## src/rtl/sig_input_conditioner_if.sv

```systemverilog
// rtl/sig_input_conditioner_if.sv - button conditioner signal bundle
// master = IOCtrl/test side driving raw levels and clears; slave = conditioner.
interface sig_input_conditioner_if #(
  parameter int NUM_SIG = 3
);
  logic [NUM_SIG-1:0] sigIn;
  logic [NUM_SIG-1:0] stickyClr;
  logic [NUM_SIG-1:0] sigLevel;
  logic [NUM_SIG-1:0] sigRise;
  logic [NUM_SIG-1:0] sigFall;
  logic [NUM_SIG-1:0] sigSticky;

  modport master (
    output sigIn,
    output stickyClr,
    input  sigLevel,
    input  sigRise,
    input  sigFall,
    input  sigSticky
  );

  modport slave (
    input  sigIn,
    input  stickyClr,
    output sigLevel,
    output sigRise,
    output sigFall,
    output sigSticky
  );
endinterface

```

## src/rtl/sig_input_conditioner.sv

```systemverilog
// rtl/sig_input_conditioner.sv - per-channel sync, debounce, edge pulses and sticky press latch
// Optional auto-repeat of sigRise while held is enabled by defining SIG_AUTOREPEAT_EN.
module sig_input_conditioner #(
  parameter int NUM_SIG         = 3,
  parameter int DEBOUNCE_CYCLES = 16,
  parameter int REPEAT_DELAY    = 64,
  parameter int REPEAT_PERIOD   = 16
) (
  input  logic                    clk,
  input  logic                    rst,
  sig_input_conditioner_if.slave  bus
);

  localparam int CNT_W   = $clog2(DEBOUNCE_CYCLES + 1);
  localparam int RPT_MAX = (REPEAT_DELAY > REPEAT_PERIOD) ? REPEAT_DELAY : REPEAT_PERIOD;

  if (DEBOUNCE_CYCLES < 2 || REPEAT_DELAY < 1 || REPEAT_PERIOD < 1 || RPT_MAX < 1) begin : g_bad_param
    $error("sig_input_conditioner: illegal parameter value");
  end

  typedef enum logic [1:0] {
    S_LO,
    S_CHK_HI,
    S_HI,
    S_CHK_LO
  } state_t;

  state_t             state_q [NUM_SIG];
  state_t             state_d [NUM_SIG];
  logic [CNT_W-1:0]   cnt_q   [NUM_SIG];
  logic [CNT_W-1:0]   cnt_d   [NUM_SIG];

  logic [NUM_SIG-1:0] sync1_q, sync1_d;
  logic [NUM_SIG-1:0] sync2_q, sync2_d;
  logic [NUM_SIG-1:0] level_q, level_d;
  logic [NUM_SIG-1:0] rise_q, rise_d;
  logic [NUM_SIG-1:0] fall_q, fall_d;
  logic [NUM_SIG-1:0] sticky_q, sticky_d;

`ifdef SIG_AUTOREPEAT_EN
  localparam int RPT_W = $clog2(RPT_MAX + 1);

  logic [RPT_W-1:0]   rpt_q [NUM_SIG];
  logic [RPT_W-1:0]   rpt_d [NUM_SIG];
  // Set once the first (REPEAT_DELAY) pulse has fired; later pulses use REPEAT_PERIOD.
  logic [NUM_SIG-1:0] rep_q, rep_d;
`endif

  always_comb begin
    sync1_d = bus.sigIn;
    sync2_d = sync1_q;
    level_d = level_q;
    rise_d  = '0;
    fall_d  = '0;
    for (int i = 0; i < NUM_SIG; i++) begin
      state_d[i] = state_q[i];
      cnt_d[i]   = cnt_q[i];
`ifdef SIG_AUTOREPEAT_EN
      rpt_d[i]   = '0;
      rep_d[i]   = 1'b0;
`endif
      case (state_q[i])
        S_LO: begin
          if (sync2_q[i]) begin
            state_d[i] = S_CHK_HI;
            cnt_d[i]   = CNT_W'(1);
          end else begin
            cnt_d[i]   = '0;
          end
        end
        S_CHK_HI: begin
          if (!sync2_q[i]) begin
            state_d[i] = S_LO;
            cnt_d[i]   = '0;
          end else if (cnt_q[i] == CNT_W'(DEBOUNCE_CYCLES - 1)) begin
            state_d[i] = S_HI;
            cnt_d[i]   = '0;
            level_d[i] = 1'b1;
            rise_d[i]  = 1'b1;
          end else if (cnt_q[i] != CNT_W'(DEBOUNCE_CYCLES)) begin
            cnt_d[i]   = cnt_q[i] + CNT_W'(1);
          end
        end
        S_HI: begin
          if (!sync2_q[i]) begin
            state_d[i] = S_CHK_LO;
            cnt_d[i]   = CNT_W'(1);
          end
`ifdef SIG_AUTOREPEAT_EN
          else if ((!rep_q[i] && rpt_q[i] == RPT_W'(REPEAT_DELAY - 1)) ||
                   ( rep_q[i] && rpt_q[i] == RPT_W'(REPEAT_PERIOD - 1))) begin
            rise_d[i] = 1'b1;
            rpt_d[i]  = '0;
            rep_d[i]  = 1'b1;
          end else begin
            rpt_d[i]  = rpt_q[i] + RPT_W'(1);
            rep_d[i]  = rep_q[i];
          end
`endif
        end
        S_CHK_LO: begin
          if (sync2_q[i]) begin
            state_d[i] = S_HI;
            cnt_d[i]   = '0;
          end else if (cnt_q[i] == CNT_W'(DEBOUNCE_CYCLES - 1)) begin
            state_d[i] = S_LO;
            cnt_d[i]   = '0;
            level_d[i] = 1'b0;
            fall_d[i]  = 1'b1;
          end else if (cnt_q[i] != CNT_W'(DEBOUNCE_CYCLES)) begin
            cnt_d[i]   = cnt_q[i] + CNT_W'(1);
          end
        end
        default: begin
          state_d[i] = S_LO;
          cnt_d[i]   = '0;
        end
      endcase
    end
    // A new press sets the latch even when IOCtrl clears in the same cycle.
    sticky_d = rise_d | (sticky_q & ~bus.stickyClr);
  end

  always_ff @(posedge clk) begin
    if (rst) begin
      sync1_q  <= '0;
      sync2_q  <= '0;
      level_q  <= '0;
      rise_q   <= '0;
      fall_q   <= '0;
      sticky_q <= '0;
      for (int i = 0; i < NUM_SIG; i++) begin
        state_q[i] <= S_LO;
        cnt_q[i]   <= '0;
`ifdef SIG_AUTOREPEAT_EN
        rpt_q[i]   <= '0;
`endif
      end
`ifdef SIG_AUTOREPEAT_EN
      rep_q    <= '0;
`endif
    end else begin
      sync1_q  <= sync1_d;
      sync2_q  <= sync2_d;
      level_q  <= level_d;
      rise_q   <= rise_d;
      fall_q   <= fall_d;
      sticky_q <= sticky_d;
      for (int i = 0; i < NUM_SIG; i++) begin
        state_q[i] <= state_d[i];
        cnt_q[i]   <= cnt_d[i];
`ifdef SIG_AUTOREPEAT_EN
        rpt_q[i]   <= rpt_d[i];
`endif
      end
`ifdef SIG_AUTOREPEAT_EN
      rep_q    <= rep_d;
`endif
    end
  end

  assign bus.sigLevel  = level_q;
  assign bus.sigRise   = rise_q;
  assign bus.sigFall   = fall_q;
  assign bus.sigSticky = sticky_q;

endmodule
```

## src/flat_wrapper.sv

```systemverilog
// flat-port wrapper written by rule: the top's interface ports become plain ports
module sig_input_conditioner_flat 
#(
  parameter int NUM_SIG         = 3,
  parameter int DEBOUNCE_CYCLES = 16,
  parameter int REPEAT_DELAY    = 64,
  parameter int REPEAT_PERIOD   = 16
)
  (clk, rst, bus_sigIn, bus_stickyClr, bus_sigLevel, bus_sigRise, bus_sigFall, bus_sigSticky);
  sig_input_conditioner_if #(.NUM_SIG(NUM_SIG)) bus_i ();
  input  logic clk;
  input  logic rst;
  input wire logic [$bits(bus_i.sigIn)-1:0] bus_sigIn;
  input wire logic [$bits(bus_i.stickyClr)-1:0] bus_stickyClr;
  output wire logic [$bits(bus_i.sigLevel)-1:0] bus_sigLevel;
  output wire logic [$bits(bus_i.sigRise)-1:0] bus_sigRise;
  output wire logic [$bits(bus_i.sigFall)-1:0] bus_sigFall;
  output wire logic [$bits(bus_i.sigSticky)-1:0] bus_sigSticky;
  assign bus_i.sigIn = bus_sigIn;
  assign bus_i.stickyClr = bus_stickyClr;
  assign bus_sigLevel = bus_i.sigLevel;
  assign bus_sigRise = bus_i.sigRise;
  assign bus_sigFall = bus_i.sigFall;
  assign bus_sigSticky = bus_i.sigSticky;
  sig_input_conditioner #(.NUM_SIG(NUM_SIG), .DEBOUNCE_CYCLES(DEBOUNCE_CYCLES), .REPEAT_DELAY(REPEAT_DELAY), .REPEAT_PERIOD(REPEAT_PERIOD)) u_core (.clk(clk), .rst(rst), .bus(bus_i));
endmodule
```

## config.mk

```make
export PLATFORM = sky130hd
export DESIGN_NAME = sig_input_conditioner_flat
export DESIGN_NICKNAME = d
export VERILOG_FILES = /design/src/rtl/sig_input_conditioner_if.sv /design/src/rtl/sig_input_conditioner.sv /design/src/flat_wrapper.sv
export SDC_FILE = /design/constraint.sdc
export NUM_CORES = 1
export LEC_CHECK = 0
export BUFFER_PORTS_ARGS = -buffer_cell sky130_fd_sc_hd__buf_2
export CAP_MARGIN = 10
export CORE_MARGIN = 5
export CORE_UTILIZATION = 47
export DETAILED_ROUTE_END_ITERATION = 8
export PLACE_DENSITY_LB_ADDON = 0.1
export SLEW_MARGIN = 5
export SYNTH_ARGS = -nofsm -noshare
export SYNTH_HDL_FRONTEND = slang
export SYNTH_SLANG_ARGS = --single-unit
```

## constraint.sdc

```tcl
create_clock -name clk -period 2.1 [get_ports clk]
set_input_delay 0.105 -clock clk [delete_from_list [all_inputs] [get_ports clk]]
set_output_delay 0.105 -clock clk [all_outputs]
set_load 0.005 [all_outputs]
```

==> impl_metrics.toml <==
[worst_setup_path]
critPathMaxFanout = 7
setup.worst_path.class = "flop to flop"
cp-start-kind = "flop"
ff2ff_setup_slack_ns = 0.12
critPathArrivalTime_ns = 2.22
endpoint_kind = "flop"
cp.required_ns = 2.34
worst_r2r_path_depth = 6

[global_routing]
grt_pass1_vias = 1588
grt_start_max_net_pins = 38
grt_pass1_wl_um = 7050
overflow = 0
antenna_found_initial = 0
grt_use_total_pct = 16.1

[place]
place_area_um2 = 2170
gp_congestion = 0.775
io_buffers = 19
dp_hpwl_um = 2700

[flow_run]
cap_violations = 0

[route]
first_pass_iters = 4
vias_per_cell = 5.36
via_count = 1646
wl_um = 3920
drc = 0
post_drt_wl_per_cell_um = 12.8
dr.first_iter.drc_count = 74
ant_nets = 0

[clock_network]
cts.sinks = 39
clock_path_buffers = 2
clk_latency_ns = 0.29
clk_pin_slew_worst_paths_ns = 0.07
cts-root-buf = "clkbuf_8"
postCtsSetupBuffers = 0
cts_tree = "yes"
numCtsBuffers = 5
htreeDepth = 2

[pwr]
pwr-share-comb_pct = 11.6
intPower_uw = 1130
ir_drop_mv = 0.445
power_frac_seq_pct = 51.5
swShare_pct = 25.3
p_switching_uw = 385
p_leak_uw = 0.000921
pwr-share-clk_pct = 36.9
power_density_nw_per_um2 = 668

[floorplan]
core_um2 = 4090
die_w_um = 75.7
die-area_um2 = 5720
initial_utilization_pct = 49.6
io_pins = 20
fp.dieH_um = 75.7
fp-row-count = 23

[sta]
skew_ns = 0.00465
drv_slew = 0
rsz0062_at_grt = "false"
timing.final.crit_share_pct = 94.3
whs_ns = 0.0170
tightest_slew_ns = 0.695
setup_viol = 0
hold_viol = 0
timing.setup.tns_ns = 0
fin_crit_ns = 1.98
fmaxAchievable_ghz = 0.505
slew_headroom_pct = 53.7

[synth]
synth_area_per_cell_um2 = 8.62
synth.distinct_cells = 55
synth_edf_count = 0
async_reset_ff_share_pct = 0
ys_ff_latch = 39
syn-num-nets = 260
ys_warn_count = 0
synth-seq-area-share_pct = 38.5
syn_area_um2 = 2030
synth_top_flop_cell = "dfxtp_1"
synthCells = 235

[min_path]
worst_hold_path_type = "input port to flop"
holdPathStages = 2

[status]
status = "completed"

[layout]
drive_gt1_share_pct = 15.6
finalNetCount = 281
multiInputGateArea_um2 = 1140
layout_commonest_cell = "dfxtp_1"
antenna_cells = 0
ff_latch_area_um2 = 781
area_delta_synth_final_pct = 12.4
fill_cells = 396
fin_area_um2 = 2280
final_cell_mix = "39 x dfxtp_1, 21 x nand2_1, 20 x nor2_1"
[synthesized netlist by cell type (2+ instances only)]
master     count  area share [%]
dfxtp_1       39              39
nand2_1       21             3.9
nor2_1        20             3.7
inv_1         18             3.3
ha_1          17              11
a21oi_1       14             3.5
nor2b_1       11             3.4
o21ai_0       10             2.5
nand3_1        9             2.2
a21o_1         4             1.5
and3_1         4             1.2
clkbuf_1       4            0.74
nor3_1         4            0.99
a31oi_1        3            0.93
nand3b_1       3             1.1
o21ai_1        3            0.74
a2111oi_0      2            0.86
a211oi_1       2            0.74
a22o_1         2            0.86
a32oi_1        2            0.86
buf_2          2            0.49
buf_4          2            0.74
mux2i_1        2            0.99
nand2b_1       2            0.62
nand4_1        2            0.62
nand4bb_1      2             1.1
nor3b_1        2            0.74
nor4b_1        2            0.86
[critical path: stages (launching register included)]
cell	delay, ns
dfxtp_1	0.35
ha_1	0.24
and3_1	0.19
ha_1	0.27
or4_4	0.60
o22ai_1	0.15
a22o_1	0.14
[worst paths after layout]
path	startpoint	to
worst max-delay path	u_core.cnt_q[0][10]	u_core.cnt_q[0][11]
worst min-delay path	bus_sigIn[1]	u_core.sync1_q[1]
worst max register to register	u_core.cnt_q[0][10]	u_core.cnt_q[0][11]
worst min register to register	u_core.sync1_q[0]	u_core.sync2_q[0]
[cell type report]
class | count | share of cell area (%)
multi-input cells | 168 | 49.9
flip-flops and latches | 39 | 34.3
repair buffers | 23 | 5.50
clock buffers | 8 | 4.40
inverters | 19 | 3.13
well taps | 50 | 2.75
[sequential cells by signal, indices dropped and copies added (netlist names), named ones only]
register,count
u_core.bus.sigSticky,3
u_core.bus.sigLevel,3
u_core.cnt_q,15
u_core.state_q,3
u_core.bus.sigFall,3
u_core.sync1_q,3
u_core.sync2_q,3
u_core.bus.sigRise,3
[metrics by stage]
stage	total power, µW	utilization, %	worst slack [ns]	cells
global route	1600	55.7	0.0470	307
global placement	966	53.1	0.167	299
finish	1520	55.7	0.119	307
floorplan	926	-	0.244	235
CTS	1540	55.5	0.116	307
detailed placement	967	53.1	0.129	299
[power groups by stage]
| stage | clock network, µW | registers, µW | logic, µW |
|---|---|---|---|
| after floorplan | 0 | 793 | 133 |
| after global placement | 0 | 800 | 167 |
| after detailed placement | 0 | 799 | 168 |
| after CTS | 587 | 782 | 170 |
| after global routing | 615 | 786 | 202 |
| final | 561 | 782 | 176 |
[cells by family (layout without fill, tap and decap cells)]
kind of cell               Yosys count  in the layout  share of synthesized area [%]
adders and majority gates           17             17                           10.5
buffers and inverters               28             50                           5.68
muxes                                3              3                           1.54
AOI/OAI and AO/OA                   55             55                           18.2
and+or+nand+nor                     91             91                           24.7
xor gates and xnor gates             2              2                          0.865
DFF                                 39             39                           38.5
[per-layer routing]
layer,wire [µm],up-vias,track usage [%]
met1,1970,754,20.7
met3,121,7,4.35
li1,-,868,-
met4,74,0,6.80
met2,1760,17,25.4
met5,0,-,0
[timing repair]
action / 4_1_cts / 5_1_grt
resized for setup: 0 / 2
endpoints found under the setup margin: 0 / 1
hold buffers: 0 / 0
Note: power is estimated with default switching activity, not from simulation.
